===== src/rtl/reg_dump_reader.sv =====
// Register-file dump engine: walks all 2**D registers through a combinational read
// port and streams each value out on a valid/ready handshake, accumulating an XOR checksum.
// Optional build macro REG_DUMP_SKIP_ZERO_EN: zero-valued registers are not sent.
module reg_dump_reader #(
  parameter int W = 8,
  parameter int D = 3
) (
  input  logic         CLK,
  input  logic         init_n,
  input  logic         start,
  output logic [D-1:0] rf_addr,
  input  logic [W-1:0] rf_data,
  output logic [W-1:0] out_data,
  output logic [D-1:0] out_addr,
  output logic         out_valid,
  input  logic         out_ready,
  output logic         busy,
  output logic         done,
  output logic [W-1:0] checksum
);

  typedef enum logic [1:0] {
    IDLE  = 2'd0,
    FETCH = 2'd1,
    SEND  = 2'd2,
    DONE  = 2'd3
  } state_e;

  localparam logic [D-1:0] LAST_IDX = '1;

  state_e       state_q;
  logic [D-1:0] idx_q;
  logic [W-1:0] out_data_q;
  logic [D-1:0] out_addr_q;
  logic         out_valid_q;
  logic         busy_q;
  logic         done_q;
  logic [W-1:0] chk_q;
  logic         skip_word;

`ifdef REG_DUMP_SKIP_ZERO_EN
  assign skip_word = (rf_data == '0);
`else
  assign skip_word = 1'b0;
`endif

  // NOTE: every state bit, including the output data/address registers, is cleared by the
  // async reset so an aborted dump leaves no stale word visible; all updates use <=.
  always_ff @(posedge CLK or negedge init_n) begin
    if (!init_n) begin
      state_q     <= IDLE;
      idx_q       <= '0;
      out_data_q  <= '0;
      out_addr_q  <= '0;
      out_valid_q <= 1'b0;
      busy_q      <= 1'b0;
      done_q      <= 1'b0;
      chk_q       <= '0;
    end else begin
      done_q <= 1'b0;
      case (state_q)
        IDLE: begin
          if (start) begin
            idx_q   <= '0;
            chk_q   <= '0;
            busy_q  <= 1'b1;
            state_q <= FETCH;
          end
        end
        FETCH: begin
          if (skip_word) begin
            if (idx_q == LAST_IDX) begin
              done_q  <= 1'b1;
              state_q <= DONE;
            end else begin
              idx_q <= idx_q + 1'b1;
            end
          end else begin
            out_data_q  <= rf_data;
            out_addr_q  <= idx_q;
            out_valid_q <= 1'b1;
            state_q     <= SEND;
          end
        end
        SEND: begin
          if (out_ready) begin
            out_valid_q <= 1'b0;
            chk_q       <= chk_q ^ out_data_q;
            if (idx_q == LAST_IDX) begin
              done_q  <= 1'b1;
              state_q <= DONE;
            end else begin
              idx_q   <= idx_q + 1'b1;
              state_q <= FETCH;
            end
          end
        end
        DONE: begin
          busy_q  <= 1'b0;
          state_q <= IDLE;
        end
        default: state_q <= IDLE;
      endcase
    end
  end

  // The read address is the index register itself, so it moves only on clock edges.
  assign rf_addr   = idx_q;
  assign out_data  = out_data_q;
  assign out_addr  = out_addr_q;
  assign out_valid = out_valid_q;
  assign busy      = busy_q;
  assign done      = done_q;
  assign checksum  = chk_q;

endmodule


===== config.mk =====
export PLATFORM = sky130hd
export DESIGN_NAME = reg_dump_reader
export DESIGN_NICKNAME = d
export VERILOG_FILES = /design/src/rtl/reg_dump_reader.sv
export SDC_FILE = /design/constraint.sdc
export NUM_CORES = 1
export LEC_CHECK = 0
export CAP_MARGIN = 20
export CORE_MARGIN = 1.5
export CORE_UTILIZATION = 25
export CTS_CLUSTER_SIZE = 25
export DETAILED_ROUTE_END_ITERATION = 6
export PLACE_DENSITY = 0.57
export SYNTH_ARGS = -nofsm -noshare
export SYNTH_HDL_FRONTEND = slang
export SYNTH_SLANG_ARGS = --single-unit

===== constraint.sdc =====
create_clock -name CLK -period 2.27 [get_ports CLK]
set_input_delay 0.5675 -clock CLK [delete_from_list [all_inputs] [get_ports CLK]]
set_output_delay 0.5675 -clock CLK [all_outputs]
set_load 0.02 [all_outputs]

== After elaboration in Yosys (flattened, before gate mapping) ==
Cells that the tools add are included.

* Register bits after elaboration: 27
* Latch bits: 0
* Bits in writable memories: 0
* Bits in read-only memories: 0
* Input bits: 12
* Output and inout bits: 25
* Word-level logic and storage cells: 44
* Memories kept: 0

* Add/subtract/negate cells: 1
* Multipliers: 0
* Div/mod/pow operators: 0
* Magnitude comparators: 0
* Equal/unequal tests: 7
* Shift-type cells: 0
* Mux-type cells: 18
* Bitwise operators: 1
* Reduce and logical (&&, ||, !) cells: 9

{| class="wikitable"
|+ Operator list
! kind !! number
|-
| 2-to-1 mux 8 bit || 2
|-
| one-hot mux 8 bit (2 select lines) || 1
|-
| 2-to-1 mux 3 bit || 3
|-
| one-hot mux 2 bit (4 select lines) || 1
|-
| bitwise XOR 8 bit || 1
|-
| 2-to-1 mux 2 bit || 3
|-
| != test 2 bit, second input constant || 3
|-
| one-hot mux 3 bit (2 select lines) || 1
|-
| AND reduction 2 bit || 3
|-
| nonzero test 2 bit || 3
|-
| 2-to-1 mux 1 bit || 5
|-
| == test 2 bit, second input constant || 2
|-
| one-hot mux 1 bit (2 select lines) || 2
|-
| AND reduction 4 bit || 1
|-
| adder 3 x 1 -> 3 bit, second input constant || 1
|-
| == test 3 bit, second input constant || 1
|-
| AND reduction 3 bit || 1
|-
| == test 2 x 1 -> 1 bit, second input constant || 1
|-
| logical NOT 2 bit || 1
|}

== Depth between registers and ports, before layout ==
* Depth in word-level cells: 4
* Depth in mapped cells: 5
* Mapped depth without buffers: 5

== Worst setup path before layout ==
No wires, ideal clock.

* Path type: reg-to-reg
* From: register idx_q[0] (netlist: rf_addr[0])
* To: register idx_q[0] (netlist: rf_addr[0])
* Library setup time: 0.125 ns
* Data arrival time: 1.618 ns
* Data required time: 2.145 ns
* Path slack: 0.527 ns
* Stages on the path, launching flop included: 6
* Buffers on the path: 0
* Period minus slack after synthesis: 1.743 ns
* Cell sequence: dfrtp_1 > ha_1 > ha_1 > and4bb_4 > o21ba_4 > mux2_4

* Longest elaborated chain between the ends: 4
* Elaborated cells between the ends (all ways): 7
* Classes of those cells: add/sub (1); eq/ne (2); mux (3); reduce/logical (1)

{| class="wikitable"
|+ RTL lines
! item !! RTL line !! RTL
|-
| start, declared || 32 || <nowiki>logic [D-1:0] idx_q;</nowiki>
|-
| start signal, assigned || 76 || <nowiki>idx_q <= idx_q + 1'b1;</nowiki>
|-
| start signal, assigned || 93 || <nowiki>idx_q <= idx_q + 1'b1;</nowiki>
|-
| adder 3 x 1 -> 3 bit || 93 ||
|-
| 2-to-1 mux 3 bit || 89 || <nowiki>if (idx_q == LAST_IDX) begin</nowiki>
|-
| 2-to-1 mux 3 bit || 86 || <nowiki>if (out_ready) begin</nowiki>
|-
| one-hot mux 3 bit (2 select lines) || 61 || <nowiki>case (state_q)</nowiki>
|}

Parallel ways exist; a longest one is shown, timed or not. The select of a mux whose other input is x is not followed.
A chain may end at the register's enable or synchronous reset.

== Worst setup path in the final report ==
* From: register idx_q[2] (netlist: rf_addr[2])
* To: output port rf_addr[2]

{| class="wikitable"
|+ RTL lines
! item !! RTL line !! RTL
|-
| end, declared || 11 || <nowiki>output logic [D-1:0] rf_addr,</nowiki>
|}

No word-level cell between the ends.

==> impl_metrics.yaml <==
cells_and_area:
  register_area_um2: 675.6
  layout.nets: 151
  multi_input_area_um2: 511.7
  nFillCells: 471
  area_delta_synth_final_pct: 39.90
  n_antenna_cell: 0
  drive_above_1_share: 0.2353
power_and_ir_drop:
  ir_worst_vdd_mv: 0.3030
  power_frac_clock: 0.124
  power_frac_comb: 0.499
  sw_frac_of_total: 0.3742
  p_int_mw: 1.377
  p_seq_frac: 0.377
  power_density_nw_per_um2: 1283
  p_leak_nw: 0.7441
  switchingPower_mw: 0.8237
floorplan:
  io_pins: 37
  start_util: 0.2596
  num_rows: 25
  die_w_um: 73.04
  die-area_um2: 5334
  core_area_um2: 4723
  dieHeight_um: 73.04
sta:
  slew_violations: 0
  timing.slew.headroom: 0.6410
  hold_viol_final: 0
  worst_pin_slew_ns: 0.5386
  period_share: 0.8347
  rsz0062_at_grt: "false"
  clock_skew_ns: 0.002232
  period_needed_ns: 1.895
  setup_viol: 0
  finalWorstSetupSlack_ns: 0.3753
  clock.fmax_mhz: 527.8
  setup_tns_ns: 0
clock_network:
  htreeDepth: 1
  cts_resized: 0
  clkSinkCount: 27
  cts_buffers: 3
  cts_tree: "built"
  cts_setup_buffers: 0
  insertion_delay_ns: 0.27
  cts_root_buffer: "clkbuf_8"
  cts_hold_buf: 0
  cts.path.max_buffers: 2
  path_clk_slew_ns: 0.09
critical_path:
  cp_slowest_cell: "clkdlybuf4s50_1"
  critPathLaunchType: "register"
  startpoint: "rf_addr[2]$_DFFE_PN0P_"
  critPathMaxStageDelay_ns: 0.64
  path_max_fanout: 4
  rr_startpoint: "rf_addr[0]$_DFFE_PN0P_"
  arrival_ns: 1.33
  worstSetupPathType: "register to output port"
  critPathCaptureType: "output port"
  worstPathRequired_ns: 1.70
  crit_chain: "clkdlybuf4s50_1"
  crit_buf_inv: 1
  crit_family: "buffers and inverters"
logic_synthesis:
  synth_edf_count: 0
  ys_ff_latch: 27
  synth_nets: 111
  syn_inst: 97
  synth_ff_type: "dfrtp_1"
  synth.distinct_cells: 21
  seq_area_frac_synth: 0.5510
  synth_area_per_cell_um2: 12.64
  async_reset_ff_frac: 1.000
  yosys_warnings: 0
  syn_area_um2: 1226
routing:
  wl_per_cell_um: 13.01
  vias: 894
  finalWirelength_mm: 2.641
  drc: 0
  first_pass_iters: 4
  ant_nets: 0
  via_per_inst: 4.404
  drtIter0Drc: 29
min_path:
  min-delay-start: "out_addr[0]$_DFFE_PN0P_"
  hold_class: "register to register"
outcome:
  run_status: "complete, no violations"
placement:
  dp_hpwl_mm: 1.945
  gp_congestion: 0.6791
  pre_cts_ws_ns: 0.3387
  io_buffers: 36
global_route:
  grt_pass1_wl_mm: 4.298
  grt_usage: 0.1029
  grt_pass1_vias: 943
  grt_overflow: 0
  antenna_found_initial: 0
  grt_start_max_net_pins: 28
job:
  maxCapViolations: 0
-- cell usage in the layout, fill, tap and decap left out, drive strengths merged --
master | Yosys | routed
a21oi | 3 | 3
a22o | 10 | 10
and4bb | 1 | 1
buf | 4 | 4
clkbuf | 1 | 3
clkdlybuf4s50 | 0 | 36
clkinv | 0 | 1
dfrtp | 27 | 27
ha | 2 | 2
inv | 2 | 2
mux2 | 20 | 20
nand2 | 9 | 9
nand2b | 1 | 1
nor2 | 10 | 10
nor3b | 1 | 1
o211ai | 1 | 1
o21ai | 3 | 3
o21ba | 1 | 1
o2bb2ai | 1 | 1
-- kinds of logic after synthesis --
logic type               after synthesis  share of synthesized area
AO/OA/AOI/OAI                         19                     0.1255
adder cells (fa/ha/maj)                2                    0.02040
buffers and inverters                  7                    0.03163
flip-flops                            27                     0.5510
multiplexers                          20                     0.1867
AND/OR/NAND/NOR                       22                    0.08470
-- final timing paths --
kind	depth (start not counted)	slack (ns)	endpoint
max in group asynchronous	2	1.35	checksum[4]$_DFFE_PN0P_
hold / removal	1	0.51	out_addr[0]$_DFFE_PN0P_
hold reg to reg	1	0.51	out_addr[0]$_DFFE_PN0P_
setup / recovery	1	0.38	rf_addr[2]
setup reg to reg	5	0.54	rf_addr[0]$_DFFE_PN0P_
min in group asynchronous	2	0.67	out_data[3]$_DFFE_PN0P_
-- area by class of cell --
cell class	instances	area share
sequential	27	0.3939
multi-input combinational	63	0.2983
timing repair buffer	40	0.2276
tap	67	0.04887
clock buffer	3	0.02407
inverter	2	0.004376
clock inverter	1	0.002918
-- cells in the mapped netlist (2+ instances only) --
master	n	area, um2
a21oi_1	3	15.01
mux2_2	19	214.0
inv_1	2	7.510
nor2_1	9	33.78
a22o_1	10	87.58
nand2_1	9	33.78
dfrtp_1	27	675.7
buf_4	3	22.52
o21ai_0	2	10.01
ha_1	2	25.02
-- metal layers --
layer	global-route usage	vias up	share of wire
li1	-	423	-
met3	0.02624	3	0.064
met1	0.1232	441	0.43
met2	0.1828	27	0.49
met4	0.02516	0	0.0072
met5	0	-	0
-- flip-flops by register name, indices dropped and copies added (netlist names) --
name,count
done,1
out_addr,3
rf_addr,3
out_valid,1
out_data,8
busy,1
state_q,2
checksum,8
-- power by group through the flow --
stage / sequential (mW) / clock [mW] / combinational (mW)
after floorplan: 0.976 / 0 / 0.526
after global placement: 0.838 / 0 / 1.09
after detailed placement: 0.845 / 0 / 1.11
after CTS: 0.836 / 0.287 / 1.12
after global routing: 0.867 / 0.302 / 1.18
final: 0.829 / 0.273 / 1.10
-- per-stage QoR --
stage / util / power [mW] / area, um2 / std cells / hold slack (ns)
3_5_place_dp: 0.3534 / 1.959 / 1669 / 199 / 0.4978
4_1_cts: 0.3632 / 2.240 / 1715 / 203 / 0.5202
2_1_floorplan: - / 1.502 / 1226 / 97 / 0.2719
3_3_place_gp: 0.3534 / 1.925 / 1669 / 199 / 0.4922
5_1_grt: 0.3632 / 2.349 / 1715 / 203 / 0.5350
6_report: 0.3632 / 2.201 / 1715 / 203 / 0.5125
Note: power is estimated with default switching activity, not from simulation.
